### src/rtl/mem_arb_pkg.sv
// Shared types and default widths for the IFU/LSU physical-memory arbiter.
package mem_arb_pkg;

  localparam int unsigned DEF_ADDR_W = 64;
  localparam int unsigned DEF_DATA_W = 64;

  typedef enum logic [1:0] {
    IDLE  = 2'd0,
    ISSUE = 2'd1,
    WAIT  = 2'd2,
    RESP  = 2'd3
  } state_e;

  typedef enum logic {
    OWN_IFU = 1'b0,
    OWN_LSU = 1'b1
  } owner_e;

endpackage

### src/rtl/mem_arbiter_rr_pick2.sv
// Two-way round-robin pick: IFU wins unless LSU also requests and IFU was served last.
module rr_pick2
  import mem_arb_pkg::*;
(
  input  logic   ifu_valid_i,
  input  logic   lsu_valid_i,
  input  owner_e last_i,
  output logic   any_valid_o,
  output owner_e winner_o
);

  always_comb begin
    any_valid_o = ifu_valid_i | lsu_valid_i;
    winner_o    = (ifu_valid_i && (!lsu_valid_i || last_i == OWN_LSU)) ? OWN_IFU : OWN_LSU;
  end

endmodule

### src/rtl/mem_arbiter.sv
// Shares one memory port between IFU and LSU: one outstanding transaction,
// round-robin grant, latched request fields, response routed to the owner.
module mem_arbiter
  import mem_arb_pkg::*;
#(
  parameter  int unsigned ADDR_W = DEF_ADDR_W,
  parameter  int unsigned DATA_W = DEF_DATA_W,
  localparam int unsigned MASK_W = DATA_W / 8
) (
  input  logic              clk,
  input  logic              rst_n,
  input  logic              ifu_req_valid,
  output logic              ifu_req_ready,
  input  logic [ADDR_W-1:0] ifu_req_addr,
  output logic              ifu_rsp_valid,
  input  logic              ifu_rsp_ready,
  output logic [DATA_W-1:0] ifu_rsp_data,
  input  logic              lsu_req_valid,
  output logic              lsu_req_ready,
  input  logic [ADDR_W-1:0] lsu_req_addr,
  input  logic              lsu_req_wen,
  input  logic [DATA_W-1:0] lsu_req_wdata,
  input  logic [MASK_W-1:0] lsu_req_wmask,
  output logic              lsu_rsp_valid,
  input  logic              lsu_rsp_ready,
  output logic [DATA_W-1:0] lsu_rsp_data,
  output logic              mem_req_valid,
  input  logic              mem_req_ready,
  output logic [ADDR_W-1:0] mem_req_addr,
  output logic              mem_req_wen,
  output logic [DATA_W-1:0] mem_req_wdata,
  output logic [MASK_W-1:0] mem_req_wmask,
  input  logic              mem_rsp_valid,
  input  logic [DATA_W-1:0] mem_rsp_data,
  output logic              proto_err
);

  state_e            state_q, state_d;
  owner_e            owner_q, owner_d;
  owner_e            last_q, last_d;
  logic [ADDR_W-1:0] addr_q, addr_d;
  logic              wen_q, wen_d;
  logic [DATA_W-1:0] wdata_q, wdata_d;
  logic [MASK_W-1:0] wmask_q, wmask_d;
  logic [DATA_W-1:0] rdata_q, rdata_d;
  logic              proto_err_q, proto_err_d;
  logic              any_valid;
  owner_e            winner;
  logic              owner_rsp_ready;

  rr_pick2 u_pick (
    .ifu_valid_i (ifu_req_valid),
    .lsu_valid_i (lsu_req_valid),
    .last_i      (last_q),
    .any_valid_o (any_valid),
    .winner_o    (winner)
  );

  assign owner_rsp_ready = (owner_q == OWN_IFU) ? ifu_rsp_ready : lsu_rsp_ready;

  // Next-state: grant and latch in IDLE, handshake memory, hold response until taken.
  always_comb begin
    state_d     = state_q;
    owner_d     = owner_q;
    last_d      = last_q;
    addr_d      = addr_q;
    wen_d       = wen_q;
    wdata_d     = wdata_q;
    wmask_d     = wmask_q;
    rdata_d     = rdata_q;
    proto_err_d = proto_err_q;
    unique case (state_q)
      IDLE: begin
        if (any_valid) begin
          owner_d = winner;
          last_d  = winner;
          state_d = ISSUE;
          if (winner == OWN_IFU) begin
            addr_d  = ifu_req_addr;
            wen_d   = 1'b0;
            wdata_d = '0;
            wmask_d = '0;
          end else begin
            addr_d  = lsu_req_addr;
            wen_d   = lsu_req_wen;
            wdata_d = lsu_req_wdata;
            wmask_d = lsu_req_wmask;
          end
        end
      end
      ISSUE: if (mem_req_ready) state_d = WAIT;
      WAIT: begin
        if (mem_rsp_valid) begin
          rdata_d = mem_rsp_data;
          state_d = RESP;
        end
      end
      RESP: if (owner_rsp_ready) state_d = IDLE;
      default: state_d = IDLE;
    endcase
    // A response pulse is only legal while a request is outstanding in WAIT.
    if (mem_rsp_valid && state_q != WAIT) proto_err_d = 1'b1;
  end

  always_ff @(posedge clk or negedge rst_n) begin
    if (!rst_n) begin
      state_q     <= IDLE;
      owner_q     <= OWN_IFU;
      last_q      <= OWN_LSU;
      addr_q      <= '0;
      wen_q       <= 1'b0;
      wdata_q     <= '0;
      wmask_q     <= '0;
      rdata_q     <= '0;
      proto_err_q <= 1'b0;
    end else begin
      state_q     <= state_d;
      owner_q     <= owner_d;
      last_q      <= last_d;
      addr_q      <= addr_d;
      wen_q       <= wen_d;
      wdata_q     <= wdata_d;
      wmask_q     <= wmask_d;
      rdata_q     <= rdata_d;
      proto_err_q <= proto_err_d;
    end
  end

  // Request ready is a combinational grant in IDLE; everything else decodes registers.
  always_comb begin
    ifu_req_ready = (state_q == IDLE) && any_valid && (winner == OWN_IFU);
    lsu_req_ready = (state_q == IDLE) && any_valid && (winner == OWN_LSU);
    mem_req_valid = (state_q == ISSUE);
    mem_req_addr  = addr_q;
    mem_req_wen   = wen_q;
    mem_req_wdata = wdata_q;
    mem_req_wmask = wmask_q;
    ifu_rsp_valid = (state_q == RESP) && (owner_q == OWN_IFU);
    lsu_rsp_valid = (state_q == RESP) && (owner_q == OWN_LSU);
    ifu_rsp_data  = rdata_q;
    lsu_rsp_data  = rdata_q;
    proto_err     = proto_err_q;
  end

endmodule

### config.mk
export PLATFORM = sky130hd
export DESIGN_NAME = mem_arbiter
export DESIGN_NICKNAME = d
export VERILOG_FILES = /design/src/rtl/mem_arb_pkg.sv /design/src/rtl/mem_arbiter_rr_pick2.sv /design/src/rtl/mem_arbiter.sv
export SDC_FILE = /design/constraint.sdc
export NUM_CORES = 1
export LEC_CHECK = 0
export CORE_AREA = 2 2 213 215
export DETAILED_ROUTE_END_ITERATION = 10
export DIE_AREA = 0 0 215 217
export GPL_ROUTABILITY_DRIVEN = 1
export HOLD_SLACK_MARGIN = 0.05
export PLACE_DENSITY_LB_ADDON = 0.25
export SLEW_MARGIN = 20
export SYNTH_ARGS = -nofsm -noshare
export SYNTH_HDL_FRONTEND = slang
export SYNTH_SLANG_ARGS = --single-unit
### constraint.sdc
create_clock -name clk -period 2.41 [get_ports clk]
set_input_delay 0.6025 -clock clk [delete_from_list [all_inputs] [get_ports clk]]
set_output_delay 0.6025 -clock clk [all_outputs]
set_load 0.01 [all_outputs]
Word level (Yosys, flattened, before mapping):

Index checks and enable logic that the tools add are counted.

* input bits: 273
* word-level logic and storage cells: 43
* bits in registers: 206
* output and inout port bits: 271

* bitwise gates (word level): 2
* muxes and demuxes: 11
* equal/unequal tests: 8
* reductions and logical operators: 13

Operators with widths (count)
* 64-bit two-way mux: 2
* 2-bit two-way mux: 4
* 8-bit two-way mux: 1
* 2-bit inequality test (second input constant): 4
* 2-bit case mux with 4 select lines: 1
* 1-bit logical AND: 7
* 2-bit == test (second input constant): 2
* 2-bit AND reduction: 2
* 4-bit AND reduction: 1
* 1-bit two-way mux: 3
* 2-bit by 1-bit == test with 1-bit output (second input constant): 1
* 2-bit zero test: 1
* 2-bit by 1-bit inequality test with 1-bit output (second input constant): 1
* 1-bit zero test: 1
* 1-bit logical OR: 1
* 1-bit NOT: 1
* 1-bit OR: 1

Logic depth before layout (Yosys ltp):

* depth after elaboration: 5
* gate-level depth with buffers: 7
* depth with buffers taken out: 5

Hierarchy:

Synthesis repeated with hierarchy kept, for this count alone.

* cells, all modules: 829
* area total of the unflattened synthesis: 8942.3 um^2

By module, submodules not included
* mem_arbiter: area an instance 8927.3 um^2, seq. area each 5156.2 um^2, cells an instance 826, instances 1
* rr_pick2: area an instance 15.0 um^2, seq. area each 0.0 um^2, cells an instance 3, instances 1

Least setup slack after synthesis:

Ideal clock, no wire load.

* kind: register -> output
* from: reg state_q[0]
* to: out lsu_req_ready
* cell stages (with the launch flop): 7
* buffers on the path: 2
* data required time: 1.808 ns
* path slack: 0.505 ns
* arrival time: 1.303 ns
* cell sequence: dfrtp_1 -> inv_1 -> ha_1 -> nand2_1 -> a21oi_2 -> buf_2 -> buf_2

* word-level cells in the longest chain between the ends: 3

Ends and longest elaborated chain
* start: declaration: line mem_arbiter.sv:38 `state_e state_q, state_d;`
* start signal: assignment: line mem_arbiter.sv:117 `state_q <= state_d;`
* 2-bit zero test: line mem_arbiter.sv:132 `lsu_req_ready = (state_q == IDLE) && any_valid && (winner == OWN_LSU);`
* 1-bit logical AND (2 in series): line mem_arbiter.sv:132
* end: declaration: line mem_arbiter.sv:19 `output logic lsu_req_ready,`

Every way passes these cells.

Worst setup path in the final report:

* from: reg state_q[1]
* to: out ifu_req_ready

* word-level cells in the longest chain between the ends: 3

Ends and longest elaborated chain
* 2-bit zero test: line mem_arbiter.sv:131 `ifu_req_ready = (state_q == IDLE) && any_valid && (winner == OWN_IFU);`
* 1-bit logical AND (2 in series): line mem_arbiter.sv:131
* end: declaration: line mem_arbiter.sv:13 `output logic ifu_req_ready,`

Every way passes these cells.

==> impl_metrics.json <==
{
  "syn_nets": 882,
  "clock_tree_from_tritoncts": "done",
  "dr_iter_0_viols": 257,
  "syn_inst": 605,
  "post-route-cell-area_sq_um": 15200,
  "worstSkewPairLatency_ns": 0.53,
  "synth_top_cell_by_area": "dfrtp_1",
  "hold_path_class": "flop to flop",
  "total_number_of_clock_tree_sinks": 206,
  "slowest_stage": "dfrtp_1",
  "ys_warn_count": 0,
  "average_wire_per_cell_in_the_routed_design_microns": 18.4,
  "status": "completed",
  "initial_antenna_violation_count": 0,
  "crit_fanout": 3,
  "htree_levels": 1,
  "grt_pass1_wl_microns": 46200,
  "layout-area-overhead-vs-synth_pct": 79.1,
  "netlist_area_sq_um": 8470,
  "port-buffer-count": 543,
  "synthDistinctLibCells": 24,
  "worst_slew_pin_slew_ns": 0.770,
  "maxCapViolCount": 0,
  "cts_root_buf": "clkbuf_16",
  "cp_data_arrival_time_ns": 1.69,
  "critical_path_buf_inv_count": 2,
  "skew_ns": 0.0190,
  "grt_setup_unrepaired": "no",
  "fin_ws_ns": 0.118,
  "first_global_vias": 7461,
  "synthMostInstantiatedCell": "dfrtp_1",
  "die_w_microns": 215,
  "fillers": 4520,
  "worstSetupPathType": "flop to output pin",
  "grt_usage_pct": 12.7,
  "report.final.setup_viol": 0,
  "ir_worst_vdd_uv": 604,
  "ys_dominant_reg_cell": "dfrtp_1",
  "clk_transition_reported_paths_ns": 0.06,
  "drc": 0,
  "initial_utilization_pct": 19.0,
  "timing.critical_path.to_type": "output pin",
  "floorplan.core_area_sq_um": 44700,
  "drt-pass1-iter-count": 6,
  "slew-limit-headroom_pct": 48.7,
  "placement.setup.worst_slack_ns": -0.208,
  "power_leakage_nw": 6.30,
  "yosys_register_bits": 206,
  "multi_input_comb_area_sq_um": 2660,
  "dp_hpwl_microns": 23500,
  "design.die.area_sq_um": 46700,
  "antenna_cells": 0,
  "floorplan.io_pins": 544,
  "worstPathCellList": "inv_1 -> ha_4 -> nand2_1 -> a21oi_4 -> clkdlybuf4s15_2",
  "fin_crit_sh_pct": 95.1,
  "critical_path_required_ns": 1.81,
  "core.rowCount": 78,
  "yosys-top-cells-count": "dfrtp_1 (205), a22o_1 (73), buf_4 (69)",
  "crit_path_max_incr_delay_ns": 0.42,
  "critPathLaunchType": "flop",
  "grt_start_max_net_pins": 75,
  "via_count": 6990,
  "achievable-frequency_mhz": 436,
  "numCtsBuffers": 25,
  "seqCellArea_sq_um": 5160,
  "gp_congestion": 0.807,
  "postRouteAntennaNets": 0,
  "fin_crit_ns": 2.29,
  "report.final.slew_viol_count": 0,
  "power_density_nw_per_um2": 1330,
  "asyncSetResetFlopFracSynth_pct": 100,
  "cpLargestDelayFamily": "flip-flops",
  "drive_above_1_share_pct": 12.9,
  "placement.cell_area_sq_um": 14300,
  "synth_largest_type_area_fraction_pct": 60.5,
  "via_per_inst": 4.09,
  "hold_violations": 0,
  "netlist_top_cells_area": "dfrtp_1 (61%), mux2_2 (8.5%), a221o_1 (7.6%)",
  "num-nets-final": 1372,
  "chipHeight_microns": 217,
  "totalNegativeSetupSlack_ns": 0,
  "cts_max_path_buffers": 3,
  "utilization_pct": 34.0,
  "synth.yosys.seq_area_share_pct": 60.8,
  "grt-ovfl-total": 0,
  "postRouteWirelength_microns": 31400,
  "syn_avg_cell_area_sq_um": 14.0,
  "synth_enable_flop_cells": 0
}
-- final timing paths --
| kind | start | end | slack, ns | depth (start not counted) |
|---|---|---|---|---|
| worst max-delay path | state_q[1] | ifu_req_ready | 0.12 | 5 |
| worst min-delay path | proto_err | proto_err | 0.46 | 1 |
| worst max register to register | state_q[1] | mem_req_addr[57] | 0.27 | 7 |
| worst min register to register | proto_err | proto_err | 0.46 | 1 |
| max in group asynchronous | rst_n | last_q | 1.11 | 3 |
| min in group asynchronous | rst_n | ifu_rsp_data[16] | 0.64 | 2 |
-- metrics by stage --
step | total power (W) | std cells | hold WS, ns
global placement | 0.0162 | 1666 | 0.446
floorplan | 0.0109 | 605 | 0.307
global route | 0.0212 | 1711 | 0.491
finish | 0.0201 | 1711 | 0.461
CTS | 0.0204 | 1711 | 0.473
detailed placement | 0.0163 | 1666 | 0.462
-- cells in the final DEF (no fill, tap or decap), types with 2 or more instances in the layout --
master and instances:
clkinv_2 4, ha_1 2, a21o_1 3, clkbuf_1 2, and2_1 12, dfrtp_1 205, clkdlybuf4s50_1 537, a221o_1 64
a21oi_4 2, nor2b_1 2, a22o_1 73, mux2_2 64, ha_4 2, buf_4 18, clkbuf_8 8, buf_12 8
inv_1 3, dlygate4sd2_1 3, bufinv_16 3, and2_0 53, mux2i_1 2, clkbuf_16 25, nand2_1 2
-- final cells by class --
type                       count  area share [%]
timing repair buffer         570            37.8
sequential                   206            34.0
multi-input combinational    288            17.5
tap                          600            4.95
clock buffer                  35            4.90
clock inverter                 8           0.775
inverter                       4          0.0989
-- logic make-up (layout without fill, tap and decap cells) --
family	Yosys count	count (layout)	synth area share, %
AOI/OAI and AO/OA	144	144	16.0
adders and majority gates	4	4	0.591
muxes	67	67	8.87
buffers and inverters	111	617	8.43
DFF	206	206	60.8
and+or+nand+nor	73	73	5.30
-- layer usage --
metal	vias up	track usage [%]	wire length [microns]
met3	48	3.80	2680
met2	362	22.1	15400
met1	3447	14.9	12400
met4	0	4.60	970
li1	3133	-	-
met5	-	0	0
-- sequential cells by signal, summed over array words and instances (netlist names) --
signal and flops:
mem_req_addr 64, state_q 2, mem_req_wdata 64, mem_req_wen 1, proto_err 1, ifu_rsp_data 64, last_q 1, owner_q 1
mem_req_wmask 8
-- worst register-to-register path: cells and delay by family (launching register included) --
| kind | cells | cell delay [ns] |
|---|---|---|
| fa+ha+maj | 1 | 0.16 |
| buf+inv | 3 | 0.94 |
| flops | 1 | 0.42 |
| compound gates | 2 | 0.46 |
| simple gates | 1 | 0.08 |
-- repair_timing --
action | CTS | global route
endpoints found under the setup margin | 5 | 2
buffers inserted | 1 | 0
endpoints found under the hold margin | 10 | 0
pin swaps | 1 | 0
gates resized for setup | 13 | 2
hold buffers | 1 | 0
-- where the power goes --
group	total, W	internal, W	switching, W	leakage [nW]
registers	0.00633	0.00517	0.00116	2.56
logic	0.00987	0.00603	0.00384	3.31
clock network	0.00393	0.00245	0.00148	0.426
total	0.0201	0.0137	0.00648	6.30
(Power assumes the default switching activity.)
